`config.mk`:
```
export PLATFORM = sky130hd
export DESIGN_NAME = decode_pipe_stage
export DESIGN_NICKNAME = d
export VERILOG_FILES = /design/src/rtl/decode_pipe_stage.sv
export SDC_FILE = /design/constraint.sdc
export NUM_CORES = 1
export LEC_CHECK = 0
export BUFFER_PORTS_ARGS = -buffer_cell sky130_fd_sc_hd__buf_2
export CAP_MARGIN = 0
export CORE_ASPECT_RATIO = 1.1
export CORE_MARGIN = 1.5
export CORE_UTILIZATION = 60
export CTS_CLUSTER_DIAMETER = 30
export DETAILED_ROUTE_END_ITERATION = 10
export GPL_TIMING_DRIVEN = 1
export PLACE_DENSITY = 0.85
export SETUP_SLACK_MARGIN = 0.05
export SYNTH_ARGS = -nofsm -noshare
export SYNTH_HDL_FRONTEND = slang
export SYNTH_SLANG_ARGS = --single-unit
```
`constraint.sdc`:
```
create_clock -name clk -period 5.9 [get_ports clk]
set_input_delay 1.18 -clock clk [delete_from_list [all_inputs] [get_ports clk]]
set_output_delay 1.18 -clock clk [all_outputs]
set_load 0.1 [all_outputs]
```
`src/rtl/decode_pipe_stage.sv`:
```
// RV32 decode stage: classifies instruction words, extracts fields and the extended
// immediate, and buffers results in a DEPTH-entry queue. Optional: DECODE_ILLEGAL_TRAP_EN.
module decode_pipe_stage #(
  parameter int XLEN  = 32,
  parameter int DEPTH = 2,
  parameter int CNT_W = 32
) (
  input  logic             clk,
  input  logic             rst_n,
  input  logic             in_valid,
  input  logic [31:0]      in_instr,
  output logic             in_ready,
  input  logic             flush,
  output logic             out_valid,
  input  logic             out_ready,
  output logic [6:0]       out_opcode,
  output logic [1:0]       out_group,
  output logic             out_specifier,
  output logic [2:0]       out_funct3,
  output logic [6:0]       out_funct7,
  output logic [4:0]       out_rs1,
  output logic [4:0]       out_rs2,
  output logic [4:0]       out_rd,
  output logic [XLEN-1:0]  out_imm,
  output logic             out_illegal,
  output logic [CNT_W-1:0] decoded_count
);

  localparam int PW = (DEPTH > 1) ? $clog2(DEPTH) : 1;

  typedef struct packed {
    logic [6:0]      opcode;
    logic [1:0]      group;
    logic            specifier;
    logic [2:0]      funct3;
    logic [6:0]      funct7;
    logic [4:0]      rs1;
    logic [4:0]      rs2;
    logic [4:0]      rd;
    logic [XLEN-1:0] imm;
    logic            illegal;
  } entry_t;

  // Handshakes: a transfer happens on a rising edge where valid and ready are both 1;
  // valid never waits on ready, and in_ready depends only on registered state.
  entry_t          dec;
  logic [31:0]     imm32;
  entry_t          mem_q [DEPTH];
  entry_t          mem_d [DEPTH];
  logic [PW-1:0]   wr_ptr_q, wr_ptr_d, rd_ptr_q, rd_ptr_d;
  logic [PW:0]     cnt_q, cnt_d;
  logic [CNT_W-1:0] decoded_count_q, decoded_count_d;
  logic            full, push, pop;

  always_comb begin
    dec        = '0;
    imm32      = '0;
    dec.opcode = in_instr[6:0];
    dec.funct3 = in_instr[14:12];
    dec.funct7 = in_instr[31:25];
    dec.rs1    = in_instr[19:15];
    dec.rs2    = in_instr[24:20];
    dec.rd     = in_instr[11:7];
    case (in_instr[6:0])
      7'b0110011: begin
        dec.group = 2'b01; dec.specifier = 1'b0;
      end
      7'b0010011, 7'b0000011, 7'b1100111: begin
        dec.group = 2'b01; dec.specifier = 1'b1;
        imm32 = {{20{in_instr[31]}}, in_instr[31:20]};
      end
      7'b0100011: begin
        dec.group = 2'b10; dec.specifier = 1'b0; dec.rd = '0;
        imm32 = {{20{in_instr[31]}}, in_instr[31:25], in_instr[11:7]};
      end
      7'b1100011: begin
        dec.group = 2'b10; dec.specifier = 1'b1; dec.rd = '0;
        imm32 = {{20{in_instr[31]}}, in_instr[7], in_instr[30:25], in_instr[11:8], 1'b0};
      end
      7'b0110111, 7'b0010111: begin
        dec.group = 2'b11; dec.specifier = 1'b0;
        imm32 = {in_instr[31:12], 12'b0};
      end
      7'b1101111: begin
        dec.group = 2'b11; dec.specifier = 1'b1;
        imm32 = {{12{in_instr[31]}}, in_instr[19:12], in_instr[20], in_instr[30:21], 1'b0};
      end
      default: dec.illegal = 1'b1;
    endcase
    dec.imm       = {XLEN{imm32[31]}};
    dec.imm[31:0] = imm32;
  end

  assign full = (cnt_q == (PW+1)'(DEPTH));

`ifdef DECODE_ILLEGAL_TRAP_EN
  // Sticky trap: an accepted illegal word blocks input until flush or reset.
  logic trap_q, trap_d;
  assign in_ready = !full && !trap_q;
  always_comb begin
    trap_d = trap_q;
    if (flush)                    trap_d = 1'b0;
    else if (push && dec.illegal) trap_d = 1'b1;
  end
  always_ff @(posedge clk or negedge rst_n) begin
    if (!rst_n) trap_q <= 1'b0;
    else        trap_q <= trap_d;
  end
`else
  assign in_ready = !full;
`endif

  assign out_valid = (cnt_q != '0);
  assign push      = in_valid && in_ready;
  assign pop       = out_valid && out_ready;

  always_comb begin
    mem_d           = mem_q;
    wr_ptr_d        = wr_ptr_q;
    rd_ptr_d        = rd_ptr_q;
    cnt_d           = cnt_q;
    decoded_count_d = decoded_count_q + (pop ? CNT_W'(1) : CNT_W'(0));
    if (flush) begin
      wr_ptr_d = '0;
      rd_ptr_d = '0;
      cnt_d    = '0;
    end else begin
      if (push) begin
        mem_d[wr_ptr_q] = dec;
        wr_ptr_d        = wr_ptr_q + PW'(1);
      end
      if (pop) rd_ptr_d = rd_ptr_q + PW'(1);
      case ({push, pop})
        2'b10:   cnt_d = cnt_q + (PW+1)'(1);
        2'b01:   cnt_d = cnt_q - (PW+1)'(1);
        default: cnt_d = cnt_q;
      endcase
    end
  end

  always_ff @(posedge clk or negedge rst_n) begin
    if (!rst_n) begin
      for (int i = 0; i < DEPTH; i++) mem_q[i] <= '0;
      wr_ptr_q        <= '0;
      rd_ptr_q        <= '0;
      cnt_q           <= '0;
      decoded_count_q <= '0;
    end else begin
      mem_q           <= mem_d;
      wr_ptr_q        <= wr_ptr_d;
      rd_ptr_q        <= rd_ptr_d;
      cnt_q           <= cnt_d;
      decoded_count_q <= decoded_count_d;
    end
  end

  assign out_opcode    = mem_q[rd_ptr_q].opcode;
  assign out_group     = mem_q[rd_ptr_q].group;
  assign out_specifier = mem_q[rd_ptr_q].specifier;
  assign out_funct3    = mem_q[rd_ptr_q].funct3;
  assign out_funct7    = mem_q[rd_ptr_q].funct7;
  assign out_rs1       = mem_q[rd_ptr_q].rs1;
  assign out_rs2       = mem_q[rd_ptr_q].rs2;
  assign out_rd        = mem_q[rd_ptr_q].rd;
  assign out_imm       = mem_q[rd_ptr_q].imm;
  assign out_illegal   = mem_q[rd_ptr_q].illegal;
  assign decoded_count = decoded_count_q;

endmodule

```
# --- After elaboration in Yosys (flattened, before gate mapping) ---
# Index checks and enable logic that the tools add are counted.
op_classes:
  mux: 17
  shifts: 0
  bitwise: 3
  div: 0
  magnitude_cmp: 3
  addsub: 5
  eq_ne: 12
  mul: 0
  n_reduce_logical: 13
op_table:
  columns: ["cell", "count"]
  rows:
  - ["two-way mux 68 bit", 4]
  - ["one-hot mux 32 bit (5 select lines)", 1]
  - ["bitwise mux 136 bit", 1]
  - ["demux 68 bit (select 1 bit)", 1]
  - ["adder 32 x 1 -> 32 bit", 1]
  - ["equality test 7 x 6 -> 1 bit, second input constant", 3]
  - ["equality test 7 bit, second input constant", 3]
  - ["one-hot mux 3 bit (6 select lines)", 1]
  - ["equality test 7 x 5 -> 1 bit, second input constant", 2]
  - ["OR reduction 9 bit", 1]
  - ["equality test 7 x 2 -> 1 bit, second input constant", 1]
  - ["two-way mux 1 bit", 6]
  - ["nonzero test 2 bit", 3]
  - ["two-way mux 5 bit", 1]
  - ["equality test 2 bit, second input constant", 2]
  - [">= comparator 2 bit, second input constant", 2]
  - ["inverter 1 -> 2 bit", 2]
  - ["one-hot mux 2 bit (2 select lines)", 1]
  - ["OR reduction 2 bit", 2]
  - ["logical AND 1 bit", 3]
  - ["nonzero test 3 bit", 1]
  - ["OR reduction 3 bit", 1]
  - ["adder 1 bit, second input constant", 2]
  - ["adder 2 x 1 -> 2 bit, second input constant", 1]
  - ["7 further kinds", 7]
word_totals:
  memories: 0
  regBits: 172
  rom_bits: 0
  wordCells: 77
  in_bits: 37
  ramBits: 0
  latch_bits: 0
  out_inout_bits: 102

# --- Logic depth before layout (Yosys ltp) ---
logic_depth:
  ltp_word: 6
  ltp_mapped: 9
  ltp_nobuf: 8

# --- Least setup slack after synthesis ---
# No wires, ideal clock.
synth_timing:
  path_type: "in2reg"
  start: "in out_ready"
  end: "reg decoded_count_q[18] (netlist: decoded_count[18])"
  required_ns: 5.740
  n_path_buf: 1
  setup_slack_ns: 3.071
  arrival_time_ns: 2.669
  setup_time_ns: 0.160
  stages: 8
  cell_sequence: "and2_1 ha_1 ha_1 and4_1 clkbuf_1 nor3b_4 nand4_1 xnor2_1"
synth_via:
  elab_chain_cells: 3
synth_lines:
  columns: ["element", "line_no", "rtl"]
  rows:
  - ["from (decl)", "15", "input logic out_ready,"]
  - ["logical AND 1 bit", "115", "assign pop = out_valid && out_ready;"]
  - ["two-way mux 1 bit", "122", "decoded_count_d = decoded_count_q + (pop ? CNT_W'(1) : CNT_W'(0));"]
  - ["adder 32 x 1 -> 32 bit", "122", null]
  - ["via decoded_count_d[18]", "52", "logic [CNT_W-1:0] decoded_count_q, decoded_count_d;"]
  - ["to (signal assigned)", "153", "decoded_count_q <= decoded_count_d;"]
  - ["to (decl)", "52", null]
# The timed path passes the listed nets, and every way through them passes these cells.
# A chain may end at the register's enable or synchronous reset.

# --- Worst setup path in the final report ---
layout_timing:
  start: "reg rd_ptr_q"
  end: "out out_imm[17]"
layout_via:
  elab_chain_cells: 4
layout_lines:
  columns: ["element", "line_no", "rtl"]
  rows:
  - ["from (decl)", "50", "logic [PW-1:0] wr_ptr_q, wr_ptr_d, rd_ptr_q, rd_ptr_d;"]
  - ["from (signal assigned)", "151", "rd_ptr_q <= rd_ptr_d;"]
  - ["inverter 1 -> 2 bit (implied by the code)", "165", "assign out_imm = mem_q[rd_ptr_q].imm;"]
  - ["two-way mux 68 bit", null, null]
  - ["two-way mux 68 bit (implied by the code)", "165", null]
  - ["two-way mux 68 bit", null, null]
  - ["to (decl)", "24", "output logic [XLEN-1:0] out_imm,"]
# Every way passes these cells. The select of a mux whose other input is x is not followed.

==> reports/summary.txt <==
Status: finished clean
Critical path type: flop to output pin
Area grow syn2layout: 16.1%
Most frequent cells in the layout: nand2_1 (202), dfrtp_1 (171), buf_2 (137)
Worst-Skew Late Latency: 0.43 ns
Port Buf Inserts: 138
Pwr Total: 0.00400 W
Worst setup margin: 2.02 ns
Pre-Repair DR Iteration Count: 6
Largest net degree at the start of global routing: 88
Chip height: 125 um
Root Driver: clkbuf_16
Adder-cell share of the synthesized area: 0.310%
Final count of negative-setup-slack endpoints: 0
Syn_area_per_cell: 10.6 um2
PD cells: 426 mW/mm2
Slew @ Worst Pin: 1.15 ns
Commonest non-fill, non-tap cell in the layout: nand2_1
Final HPWL DP: 12,500 um
Synth Flop Type: dfrtp_1
Peak supply drop: 0.284 mV
Hold Buf Count CTS: 0
Synth Area in Compound Gates: 8.56%
Worst min-delay path category: flop to flop
Cell variety after synth: 55
Largest family of logic cells by synthesized area: simple AND/OR/NAND/NOR gates
Routed vias: 6,325
Req. time, crit path: 4.72 ns
Mux cell area share after synthesis: 12.1%
Cell taking the most area after synthesis: dfrtp_1
Total GRT Usage: 27.8%
Min cycle time layout: 3.88 ns
Pleak: 4.67 nW
Synth warn: 0
Post-Synth XOR/XNOR Area: 3.47%
Core outline area: 0.0132 mm2
Setup crit end kind: output pin
Grt ovf: 0
Synth Register Bits: 172
Nets: 921
CTS Buf Count: 17
Fillers: 960
Clock skew after layout: 0.00863 ns
DR WL/cell: 18.2 um
Pre-CTS WS: 2.48 ns
H-tree depth: 4
Drt via density: 5.99
Syn Std Cell Area: 0.00808 mm2
Critical Path AT: 2.70 ns
GP Congestion: 0.868
Area share of the largest cell type after synthesis: 53.3%
PostCTS Resize Cnt: 0
Period Utilization, post-route: 65.7%
First-pass GRT wire length: 30,900 um
Crit path launch type: flop
Die Wd: 114 um
Std-Cell Rows: 44
CTS tree: yes
Worst Path Max Fanout: 47
Initial Util: 61.4%
Die area: 0.0142 mm2
I/O pin cnt: 139
Initial antenna violation count: 0
Drt total wl: 19,200 um
Syn Inst Count: 766
EDFF count, synth: 0
Sequential share of the synthesized area: 53.3%
DR iter-0 viols: 642
Antenna Cells: 0
Clock tree sinks: 172
Synth Area in Simple Gates: 19.0%
Clock transition at path regs: 0.06 ns
Final Hold Viols: 0
Maximum clock insertion buffer count: 2
Syn nets: 805
Max Cap Viol: 0
Share of cells above drive strength 1: 31.3%
ANT nets after route: 0
Setup TNS: 0 ns
Buffer count from post-CTS setup fixing: 0
RSZ-0062 raised after global routing: false
Max-slew headroom: 23.4%
Async S/R FF share, synth: 100%
Area contributors post-synth: dfrtp_1 (53%), mux2_2 (12%), nand2_1 (9.4%), xnor2_1 (2.9%), a31oi_1 (2.6%)
Vias in the first global route: 6,103
Peak Freq: 258 MHz
Max Slew Vio Count: 0
DRC violations left: 0
## sequential cells by signal, summed over array words and instances (netlist names)
name           count
rd_ptr_q           1
cnt_q              2
wr_ptr_q           1
decoded_count     32
mem_q            136
## per-stage QoR
| step | cell area [um2] | hold WS [ns] | util, % | std cells |
|---|---|---|---|---|
| 2_1_floorplan | 8080 | 0.440 | - | 766 |
| 3_3_place_gp | 8770 | 0.452 | 66.7 | 1024 |
| 3_5_place_dp | 8770 | 0.457 | 66.7 | 1024 |
| 4_1_cts | 9380 | 0.472 | 71.3 | 1056 |
| 5_1_grt | 9380 | 0.484 | 71.3 | 1056 |
| 6_report | 9380 | 0.468 | 71.3 | 1056 |
## path summary, 6_finish.rpt
kind                       depth (start not counted)  slack [ns]      start                to
min in group asynchronous                          1        0.80      rst_n  decoded_count[7]
max reg2reg                                        4        3.26   cnt_q[0]         mem_q[60]
max in group asynchronous                          2        3.88      rst_n          rd_ptr_q
max                                                3        2.02   rd_ptr_q       out_imm[17]
min reg2reg                                        2        0.47  mem_q[65]         mem_q[65]
min                                                2        0.47  mem_q[65]         mem_q[65]
## kinds of logic after synthesis
group | after synthesis
simple gates | 324
compound gates | 99
buf+inv | 50
mux | 87
flops | 172
xor+xnor | 32
fa+ha+maj | 2
## per-layer routing
metal	up-vias	wire [um]	track usage, %
met5	-	0	0
met4	0	508	11.3
met3	39	1240	5.50
met2	254	9350	44.1
met1	3132	8120	37.5
li1	2900	-	-
## cell usage after synthesis (all sizes together), types with 4 or more instances
cell    count
a31oi      33
and3       10
mux2       86
xnor2      27
nand2     203
dfrtp     172
nor4        4
o21ai      26
nand4b      4
a221o      16
buf        30
nor2       47
nand3      14
clkbuf     17
a21boi      6
and4        5
nand4      13
a21oi       6
xor2        5
## where the power goes
group	switching [W]	internal (W)	total, W
Sequential	0.000137	0.00138	0.00152
Clock	0.000457	0.000680	0.00114
Combinational	0.00107	0.000273	0.00134
## worst max-delay path: stages, from the launching register on
cell	delay, ns
dfrtp_2	1.13
buf_4	0.45
mux2_2	0.38
buf_2	0.29
## area by class of cell
| class | count | area, um2 | share of cell area, % |
|---|---|---|---|
| Clock buffer | 23 | 498 | 5.31 |
| Clock inverter | 9 | 110 | 1.17 |
| Inverter | 3 | 11.3 | 0.120 |
| Multi-Input combinational cell | 544 | 3510 | 37.4 |
| Sequential cell | 172 | 4310 | 45.9 |
| Tap cell | 161 | 201 | 2.15 |
| Timing Repair Buffer | 144 | 742 | 7.91 |
No activity file was read; power rests on OpenSTA's default activity.
